**config.mk**
```make
export PLATFORM = sky130hd
export DESIGN_NAME = preamble_sync_ctrl
export DESIGN_NICKNAME = d
export VERILOG_FILES = /design/src/rtl/preamble_sync_ctrl.sv
export SDC_FILE = /design/constraint.sdc
export NUM_CORES = 1
export LEC_CHECK = 0
export ABC_CLOCK_PERIOD_IN_PS = 4100
export CAP_MARGIN = 20
export CORE_ASPECT_RATIO = 1.2
export CORE_MARGIN = 10
export CORE_UTILIZATION = 45
export DETAILED_ROUTE_END_ITERATION = 8
export HOLD_SLACK_MARGIN = 0.03
export PLACE_DENSITY = 0.9
export SLEW_MARGIN = 10
export SYNTH_ARGS = -nofsm -noshare
export SYNTH_HDL_FRONTEND = slang
export SYNTH_SLANG_ARGS = --single-unit
```
**constraint.sdc**
```tcl
create_clock -name clk -period 4.1 [get_ports clk]
set_input_delay 0.82 -clock clk [delete_from_list [all_inputs] [get_ports clk]]
set_output_delay 0.82 -clock clk [all_outputs]
set_load 0.005 [all_outputs]
```
**src/rtl/preamble_sync_ctrl.sv**
```systemverilog
// Sequencing controller around the long-preamble detector: gates short-preamble
// triggers, times out idle searches, frames the detector output and holds off re-arming.
module preamble_sync_ctrl #(
  parameter int WIDTH     = 32,
  parameter int CNT_WIDTH = 16
) (
  input  logic                 clk,
  input  logic                 reset,
  input  logic                 enable,
  input  logic                 clear,
  input  logic [CNT_WIDTH-1:0] frame_len,
  input  logic [CNT_WIDTH-1:0] timeout,
  input  logic [CNT_WIDTH-1:0] holdoff,
  input  logic [WIDTH-1:0]     s_tdata,
  input  logic                 s_tlast,
  input  logic                 s_tvalid,
  output logic                 s_tready,
  output logic [WIDTH-1:0]     d_tdata,
  output logic                 d_tlast,
  output logic                 d_tvalid,
  input  logic                 d_tready,
  input  logic [WIDTH-1:0]     r_tdata,
  input  logic                 r_tlast,
  input  logic                 r_tvalid,
  output logic                 r_tready,
  output logic [WIDTH-1:0]     o_tdata,
  output logic                 o_tlast,
  output logic                 o_tvalid,
  input  logic                 o_tready,
  output logic                 locked,
  output logic                 busy,
  output logic [CNT_WIDTH-1:0] lock_cnt,
  output logic [CNT_WIDTH-1:0] miss_cnt
);

  localparam logic [CNT_WIDTH-1:0] ONE = CNT_WIDTH'(1);

  typedef enum logic [1:0] {S_IDLE, S_ARMED, S_FRAME, S_HOLDOFF} state_t;

  state_t               r_state, w_state_nxt;
  logic [CNT_WIDTH-1:0] r_beat_cnt, w_beat_nxt;
  logic [CNT_WIDTH-1:0] r_flen, w_flen_nxt;
  logic [CNT_WIDTH-1:0] r_lock_cnt, r_miss_cnt;
  logic [CNT_WIDTH-1:0] w_flen_sel;
  logic                 w_in_frame, w_r_beat, w_o_hs, w_s_trig;
  logic                 w_lock_inc, w_miss_inc;

  assign w_flen_sel = (frame_len == '0) ? ONE : frame_len;
  assign w_in_frame = (r_state == S_FRAME) | ((r_state == S_ARMED) & r_tlast);

  assign d_tdata  = s_tdata;
  assign d_tvalid = s_tvalid;
  assign s_tready = d_tready;
  assign d_tlast  = s_tlast & enable & (r_state == S_IDLE);

  // Outside a frame the return stream is drained and discarded.
  assign o_tdata  = r_tdata;
  assign o_tvalid = w_in_frame & r_tvalid;
  assign r_tready = w_in_frame ? o_tready : 1'b1;

  assign w_r_beat = r_tvalid & r_tready;
  assign w_o_hs   = o_tvalid & o_tready;
  assign w_s_trig = s_tvalid & s_tready & s_tlast & enable;

  assign locked   = (r_state == S_FRAME);
  assign busy     = (r_state != S_IDLE);
  assign lock_cnt = r_lock_cnt;
  assign miss_cnt = r_miss_cnt;

  // Last-sample flag: from the latched length in FRAME, from the live length on a one-beat lock.
  always_comb begin
    o_tlast = 1'b0;
    if (r_state == S_FRAME) begin
      o_tlast = (r_beat_cnt == r_flen - ONE) & o_tvalid;
    end else if (r_state == S_ARMED) begin
      o_tlast = r_tlast & (w_flen_sel == ONE) & o_tvalid;
    end else begin
      o_tlast = 1'b0;
    end
  end

  // Next-state and beat counter decode.
  always_comb begin
    w_state_nxt = r_state;
    w_beat_nxt  = r_beat_cnt;
    w_flen_nxt  = r_flen;
    w_lock_inc  = 1'b0;
    w_miss_inc  = 1'b0;
    case (r_state)
      S_IDLE: begin
        if (w_s_trig) begin
          w_state_nxt = S_ARMED;
          w_beat_nxt  = '0;
        end else begin
          w_state_nxt = S_IDLE;
        end
      end
      S_ARMED: begin
        // A lock beat takes priority over both enable drop and timeout.
        if (w_r_beat && r_tlast) begin
          w_lock_inc = 1'b1;
          w_flen_nxt = w_flen_sel;
          if (w_flen_sel == ONE) begin
            w_state_nxt = S_HOLDOFF;
            w_beat_nxt  = '0;
          end else begin
            w_state_nxt = S_FRAME;
            w_beat_nxt  = ONE;
          end
        end else if (!enable) begin
          w_state_nxt = S_IDLE;
        end else if (w_r_beat) begin
          if ((timeout == '0) || (r_beat_cnt == timeout - ONE)) begin
            w_miss_inc  = 1'b1;
            w_state_nxt = S_IDLE;
          end else begin
            w_beat_nxt = r_beat_cnt + ONE;
          end
        end else begin
          w_state_nxt = S_ARMED;
        end
      end
      S_FRAME: begin
        if (w_o_hs && o_tlast) begin
          w_state_nxt = S_HOLDOFF;
          w_beat_nxt  = '0;
        end else if (w_o_hs) begin
          w_beat_nxt = r_beat_cnt + ONE;
        end else begin
          w_state_nxt = S_FRAME;
        end
      end
      S_HOLDOFF: begin
        if (holdoff == '0) begin
          w_state_nxt = S_IDLE;
        end else if (w_r_beat) begin
          if (r_beat_cnt == holdoff - ONE) begin
            w_state_nxt = S_IDLE;
          end else begin
            w_beat_nxt = r_beat_cnt + ONE;
          end
        end else begin
          w_state_nxt = S_HOLDOFF;
        end
      end
      default: begin
        w_state_nxt = S_IDLE;
        w_beat_nxt  = '0;
      end
    endcase
  end

  // State, beat counter and latched frame length.
  always_ff @(posedge clk or posedge reset) begin
    if (reset) begin
      r_state    <= S_IDLE;
      r_beat_cnt <= '0;
      r_flen     <= ONE;
    end else begin
      r_state    <= w_state_nxt;
      r_beat_cnt <= w_beat_nxt;
      r_flen     <= w_flen_nxt;
    end
  end

  // Saturating statistics; clear beats a coincident increment.
  always_ff @(posedge clk or posedge reset) begin
    if (reset) begin
      r_lock_cnt <= '0;
      r_miss_cnt <= '0;
    end else if (clear) begin
      r_lock_cnt <= '0;
      r_miss_cnt <= '0;
    end else begin
      if (w_lock_inc && (r_lock_cnt != '1)) begin
        r_lock_cnt <= r_lock_cnt + ONE;
      end
      if (w_miss_inc && (r_miss_cnt != '1)) begin
        r_miss_cnt <= r_miss_cnt + ONE;
      end
    end
  end

endmodule

```
; ---- Word level (Yosys, flattened, before mapping)
; Index checks and enable logic that the tools add are counted.
[totals]
ff_bits = 66
output_inout_bits = 104
word_cells = 98
[op_classes]
addsub = 6
eq_ne = 20
n_mux = 39
n_bitwise = 13
n_reduce_logical = 15
[op_table]
columns = cell, n
row1 = two-way mux 16 bit, 15
row2 = case mux 16 bit (4 select lines), 1
row3 = adder 16 x 1 -> 16 bit (second input constant), 3
row4 = == test 16 bit, 3
row5 = logical NOT 16 bit, 3
row6 = subtractor 16 x 1 -> 16 bit (second input constant), 3
row7 = != test 16 bit (second input constant), 2
row8 = two-way mux 2 bit, 9
row9 = == test 16 x 1 -> 1 bit (second input constant), 1
row10 = two-way mux 1 bit, 13
row11 = AND 1 bit, 12
row12 = != test 3 x 2 -> 1 bit (second input constant), 3
row13 = != test 2 bit (second input constant), 4
row14 = case mux 2 bit (4 select lines), 1
row15 = AND reduction 8 bit, 1
row16 = nonzero test 2 bit, 3
row17 = != test 5 x 3 -> 1 bit (second input constant), 1
row18 = == test 2 bit (second input constant), 2
row19 = logical AND 1 bit, 4
row20 = != test 4 bit (second input constant), 1
row21 = != test 3 x 1 -> 1 bit (second input constant), 1
row22 = != test 3 bit (second input constant), 1
row23 = AND reduction 3 bit, 1
row24 = == test 2 x 1 -> 1 bit (second input constant), 1
row25 = 4 further kinds, 4

; ---- Depth between registers and ports, before layout
[depth]
ltp_word = 12
depth_mapped = 12
ltp_nobuf = 11

; ---- Worst setup path before layout
; OpenSTA, ideal clock, no wires.
[synth_path]
path_kind = input -> register
from = input timeout[5]
to = register r_miss_cnt[14], in the netlist miss_cnt[14]
setup_ps = 125
t_arrival_ps = 3674
required_ps = 3975
slack_ps = 302
cell_stages = 10
cell_sequence = buf_6 or4_4 buf_6 or4_4 and4bb_1 o22ai_1 o32a_1 or3_4 nor3_1 mux2_2
[synth_between]
elab_chain_cells = 10
elab_cells_between_ends = 11
[synth_rtl]
columns = element, line_no
row1 = "start, declared", 12  ; input logic [CNT_WIDTH-1:0] timeout,
row2 = subtractor 16 x 1 -> 16 bit, 113  ; if ((timeout == '0) || (r_beat_cnt == timeout - ONE)) begin
row3 = == test 16 bit, 113
row4 = logical OR 1 bit (*), 113
row5 = two-way mux 1 bit (*), 113
row6 = two-way mux 1 bit (*), 112  ; end else if (w_r_beat) begin
row7 = two-way mux 1 bit (*), 110  ; end else if (!enable) begin
row8 = two-way mux 1 bit (*), 100  ; if (w_r_beat && r_tlast) begin
row9 = two-way mux 1 bit (*), 89  ; case (r_state)
row10 = logical AND 1 bit (*), 178  ; if (w_miss_inc && (r_miss_cnt != '1)) begin
row11 = nonzero test 2 bit (no line) (*), -
row12 = "end signal, assigned", 179  ; r_miss_cnt <= r_miss_cnt + ONE;
row13 = "end, declared", 43  ; logic [CNT_WIDTH-1:0] r_lock_cnt, r_miss_cnt;
; Every way passes the cells marked *; elsewhere a longest branch is shown, timed or not.
; A chain may end at the register's enable or synchronous reset.

; ---- Worst setup path in the final report
[layout_path]
from = input timeout[0]
to = register r_miss_cnt[14], in the netlist miss_cnt[14]
; The elaborated chain is that of the path after synthesis.

==> metrics.cfg <==
[power]
p_leak_nw = 2.80
p_per_area_nw_per_um2 = 414
worst_ir_drop_vdd_mv = 0.324
p_total_mw = 2.87

[flow_run]
drv_cap = 0

[yosys]
yosysMostFrequentCell = buf_4
yosys_warnings = 0
synth_common_cells = 66 x buf_4, 65 x dfrtp_1, 58 x nor2_1
yosysTopAreaCell = dfrtp_1
ys_seq_area_frac = 0.293
synth_flop_cell = dfrtp_1
async_flop_share = 1.00
ys_ff_latch = 66
syn-cell-area_um2 = 5650
synth_top_area_frac = 0.288
synth_cell_types = 63
ys_top_cells_by_area = dfrtp_1 29%, buf_4 8.8%, xnor2_1 7.3%
syn_avg_cell_area_um2 = 8.41
syn_inst = 671
syn_nets = 799
synth_edf_count = 0

[grt]
grt_pass1_vias = 5217
grtUsageTotal = 0.176
grt_pass1_wl_um = 25200
overflow = 0
antenna_found_initial = 0
grt_max_degree = 40

[min_path]
min_path_type = flip-flop to flip-flop
worstHoldEndpoint = r_flen[15]
hold_depth = 1
min-delay-start = r_flen[15]

[final_layout]
syn2layout_area_growth_pct = 22.9
drive_gt1_frac = 0.151
stdcell_count = 897
fillCellCount = 1043
final_nets = 859
n_antenna_cell = 0
design_area_um2 = 6940

[cts]
clk_latency_ps = 330
cts_setup_buffers = 0
clkSinkCount = 66
cts_buffers = 9
clock-root-buffer = clkbuf_16
clock_path_buffers = 2
htree_num_levels = 3
cts_tree = done
clkTransAtPathRegs_ps = 60

[setup_path]
r2r_cells = 14
critPathKind = primary input to flip-flop
r2r_start = r_flen[1]
r2r-end = r_beat_cnt[13]
regToRegSetupSlack_ps = 600
worstPathArrival_ps = 4160
worstPathRequired_ps = 4320
cp_max_fo = 4
cp-end-kind = flip-flop
start_kind = primary input

[timing]
setup_violations = 0
fin_crit_ps = 3940
worst_slew_pin_slew_ps = 795
fmax_mhz = 254
finClkSkew_ps = 5.65
finalHoldViolations = 0
finalWorstSetupSlack_ps = 164
final_max_slew_viol_count = 0
fin_crit_sh = 0.960
slew_headroom = 0.469
grt_setup_unrepaired = no

[die]
core_area_um2 = 12200
die_area_um2 = 17400
fp.dieH_um = 143
row_count = 44
die_x_um = 122
start_util = 0.462
pin_count = 226

[place]
port_buffers = 97
post-place-ws_ps = -258
hpwl_um = 11800
dp_cells = 881
dpl_cell_area_um2 = 6570
gp_congestion = 0.862

[route]
wl_um = 15600
remaining_drc_errors = 0
vias_per_cell = 5.72
wl_per_cell_um = 17.4
drt_iter0_drc = 217
drtPass1Iterations = 5
via_count = 5135
ant_nets = 0

[run_status]
status = completed

[registers in the layout (all words and copies together) (netlist names)]
name,count
lock_cnt,16
miss_cnt,16
r_beat_cnt,16
r_flen,16
r_state,2
[routing by layer]
| layer | routed length (µm) | share of wire | track usage |
|---|---|---|---|
| met4 | 551 | 0.035 | 0.0851 |
| met1 | 5950 | 0.38 | 0.190 |
| met3 | 1490 | 0.095 | 0.0611 |
| met2 | 7650 | 0.49 | 0.299 |
| met5 | 0 | 0 | 0 |
[how the worst max path moves through the flow]
| stage | start | endpoint | slack [ps] | cells past startpoint |
|---|---|---|---|---|
| detailed placement | timeout[0] | r_beat_cnt[8] | -260 | 12 |
| CTS | r_flen[1] | o_tlast | 30 | 10 |
| global placement | timeout[0] | r_beat_cnt[13] | -160 | 11 |
| finish | timeout[0] | miss_cnt[14] | 160 | 12 |
| floorplan | timeout[5] | miss_cnt[14] | 300 | 10 |
| global route | timeout[1] | miss_cnt[14] | 2 | 13 |
[through the flow]
| stage | hold slack (ps) | TNS [ps] | utilization |
|---|---|---|---|
| floorplan | 501 | 0 | - |
| global placement | 531 | -2280 | 0.537 |
| detailed placement | 537 | -3890 | 0.537 |
| CTS | 550 | 0 | 0.565 |
| global route | 581 | 0 | 0.568 |
| finish | 563 | 0 | 0.568 |
[cells in the final DEF (no fill, tap or decap), types with 22 or more instances in the layout]
cell type and n:
clkdlybuf4s50_1 96, buf_4 48, o21ai_0 28, inv_1 22, xnor2_1 47, dfrtp_1 65
nand2_1 29, nor2_1 57, nand3_1 25, nor3_1 27, xor2_1 38
[kinds of logic (layout without fill, tap and decap cells)]
group | after synthesis | count (layout) | synth area share
multiplexers | 27 | 27 | 0.0523
AND/OR/NAND/NOR | 265 | 265 | 0.260
XOR/XNOR | 85 | 85 | 0.132
buffers and inverters | 120 | 185 | 0.127
adder cells (fa/ha/maj) | 6 | 6 | 0.0133
flip-flops | 66 | 66 | 0.293
AO/OA/AOI/OAI | 102 | 102 | 0.123
[critical path, cell delays in order]
cell and delay [ps]:
clkdlybuf4s50_1 450, inv_1 80, ha_1 160, or3b_2 530, nor4_2 270, xnor2_1 110, nor4_2 320, nand3_1 130
o32a_1 400, or3_4 370, nor3_1 170, mux2_2 350
[power breakdown]
| part | leakage, nW | switching, mW | internal [mW] |
|---|---|---|---|
| clock | 0.142 | 0.299 | 0.474 |
| sequential | 0.876 | 0.159 | 0.769 |
| combinational | 1.78 | 0.591 | 0.578 |
| total | 2.80 | 1.05 | 1.82 |
[repair_timing]
item | in CTS | in global routing
hold buffers | 0 | 0
setup endpoints to repair | 1 | 18
pin swaps | 1 | 3
gates resized for setup | 9 | 6
[layout make-up]
cell class | instances | area (µm²) | area share
Multi-Input combinational cell | 485 | 3340 | 0.482
Sequential cell | 66 | 1650 | 0.238
Tap cell | 161 | 201 | 0.0290
Timing Repair Buffer | 146 | 1350 | 0.195
Inverter | 23 | 86.3 | 0.0124
Clock inverter | 7 | 76.3 | 0.0110
Clock buffer | 9 | 225 | 0.0325
Power figures use the tool's default switching activity.
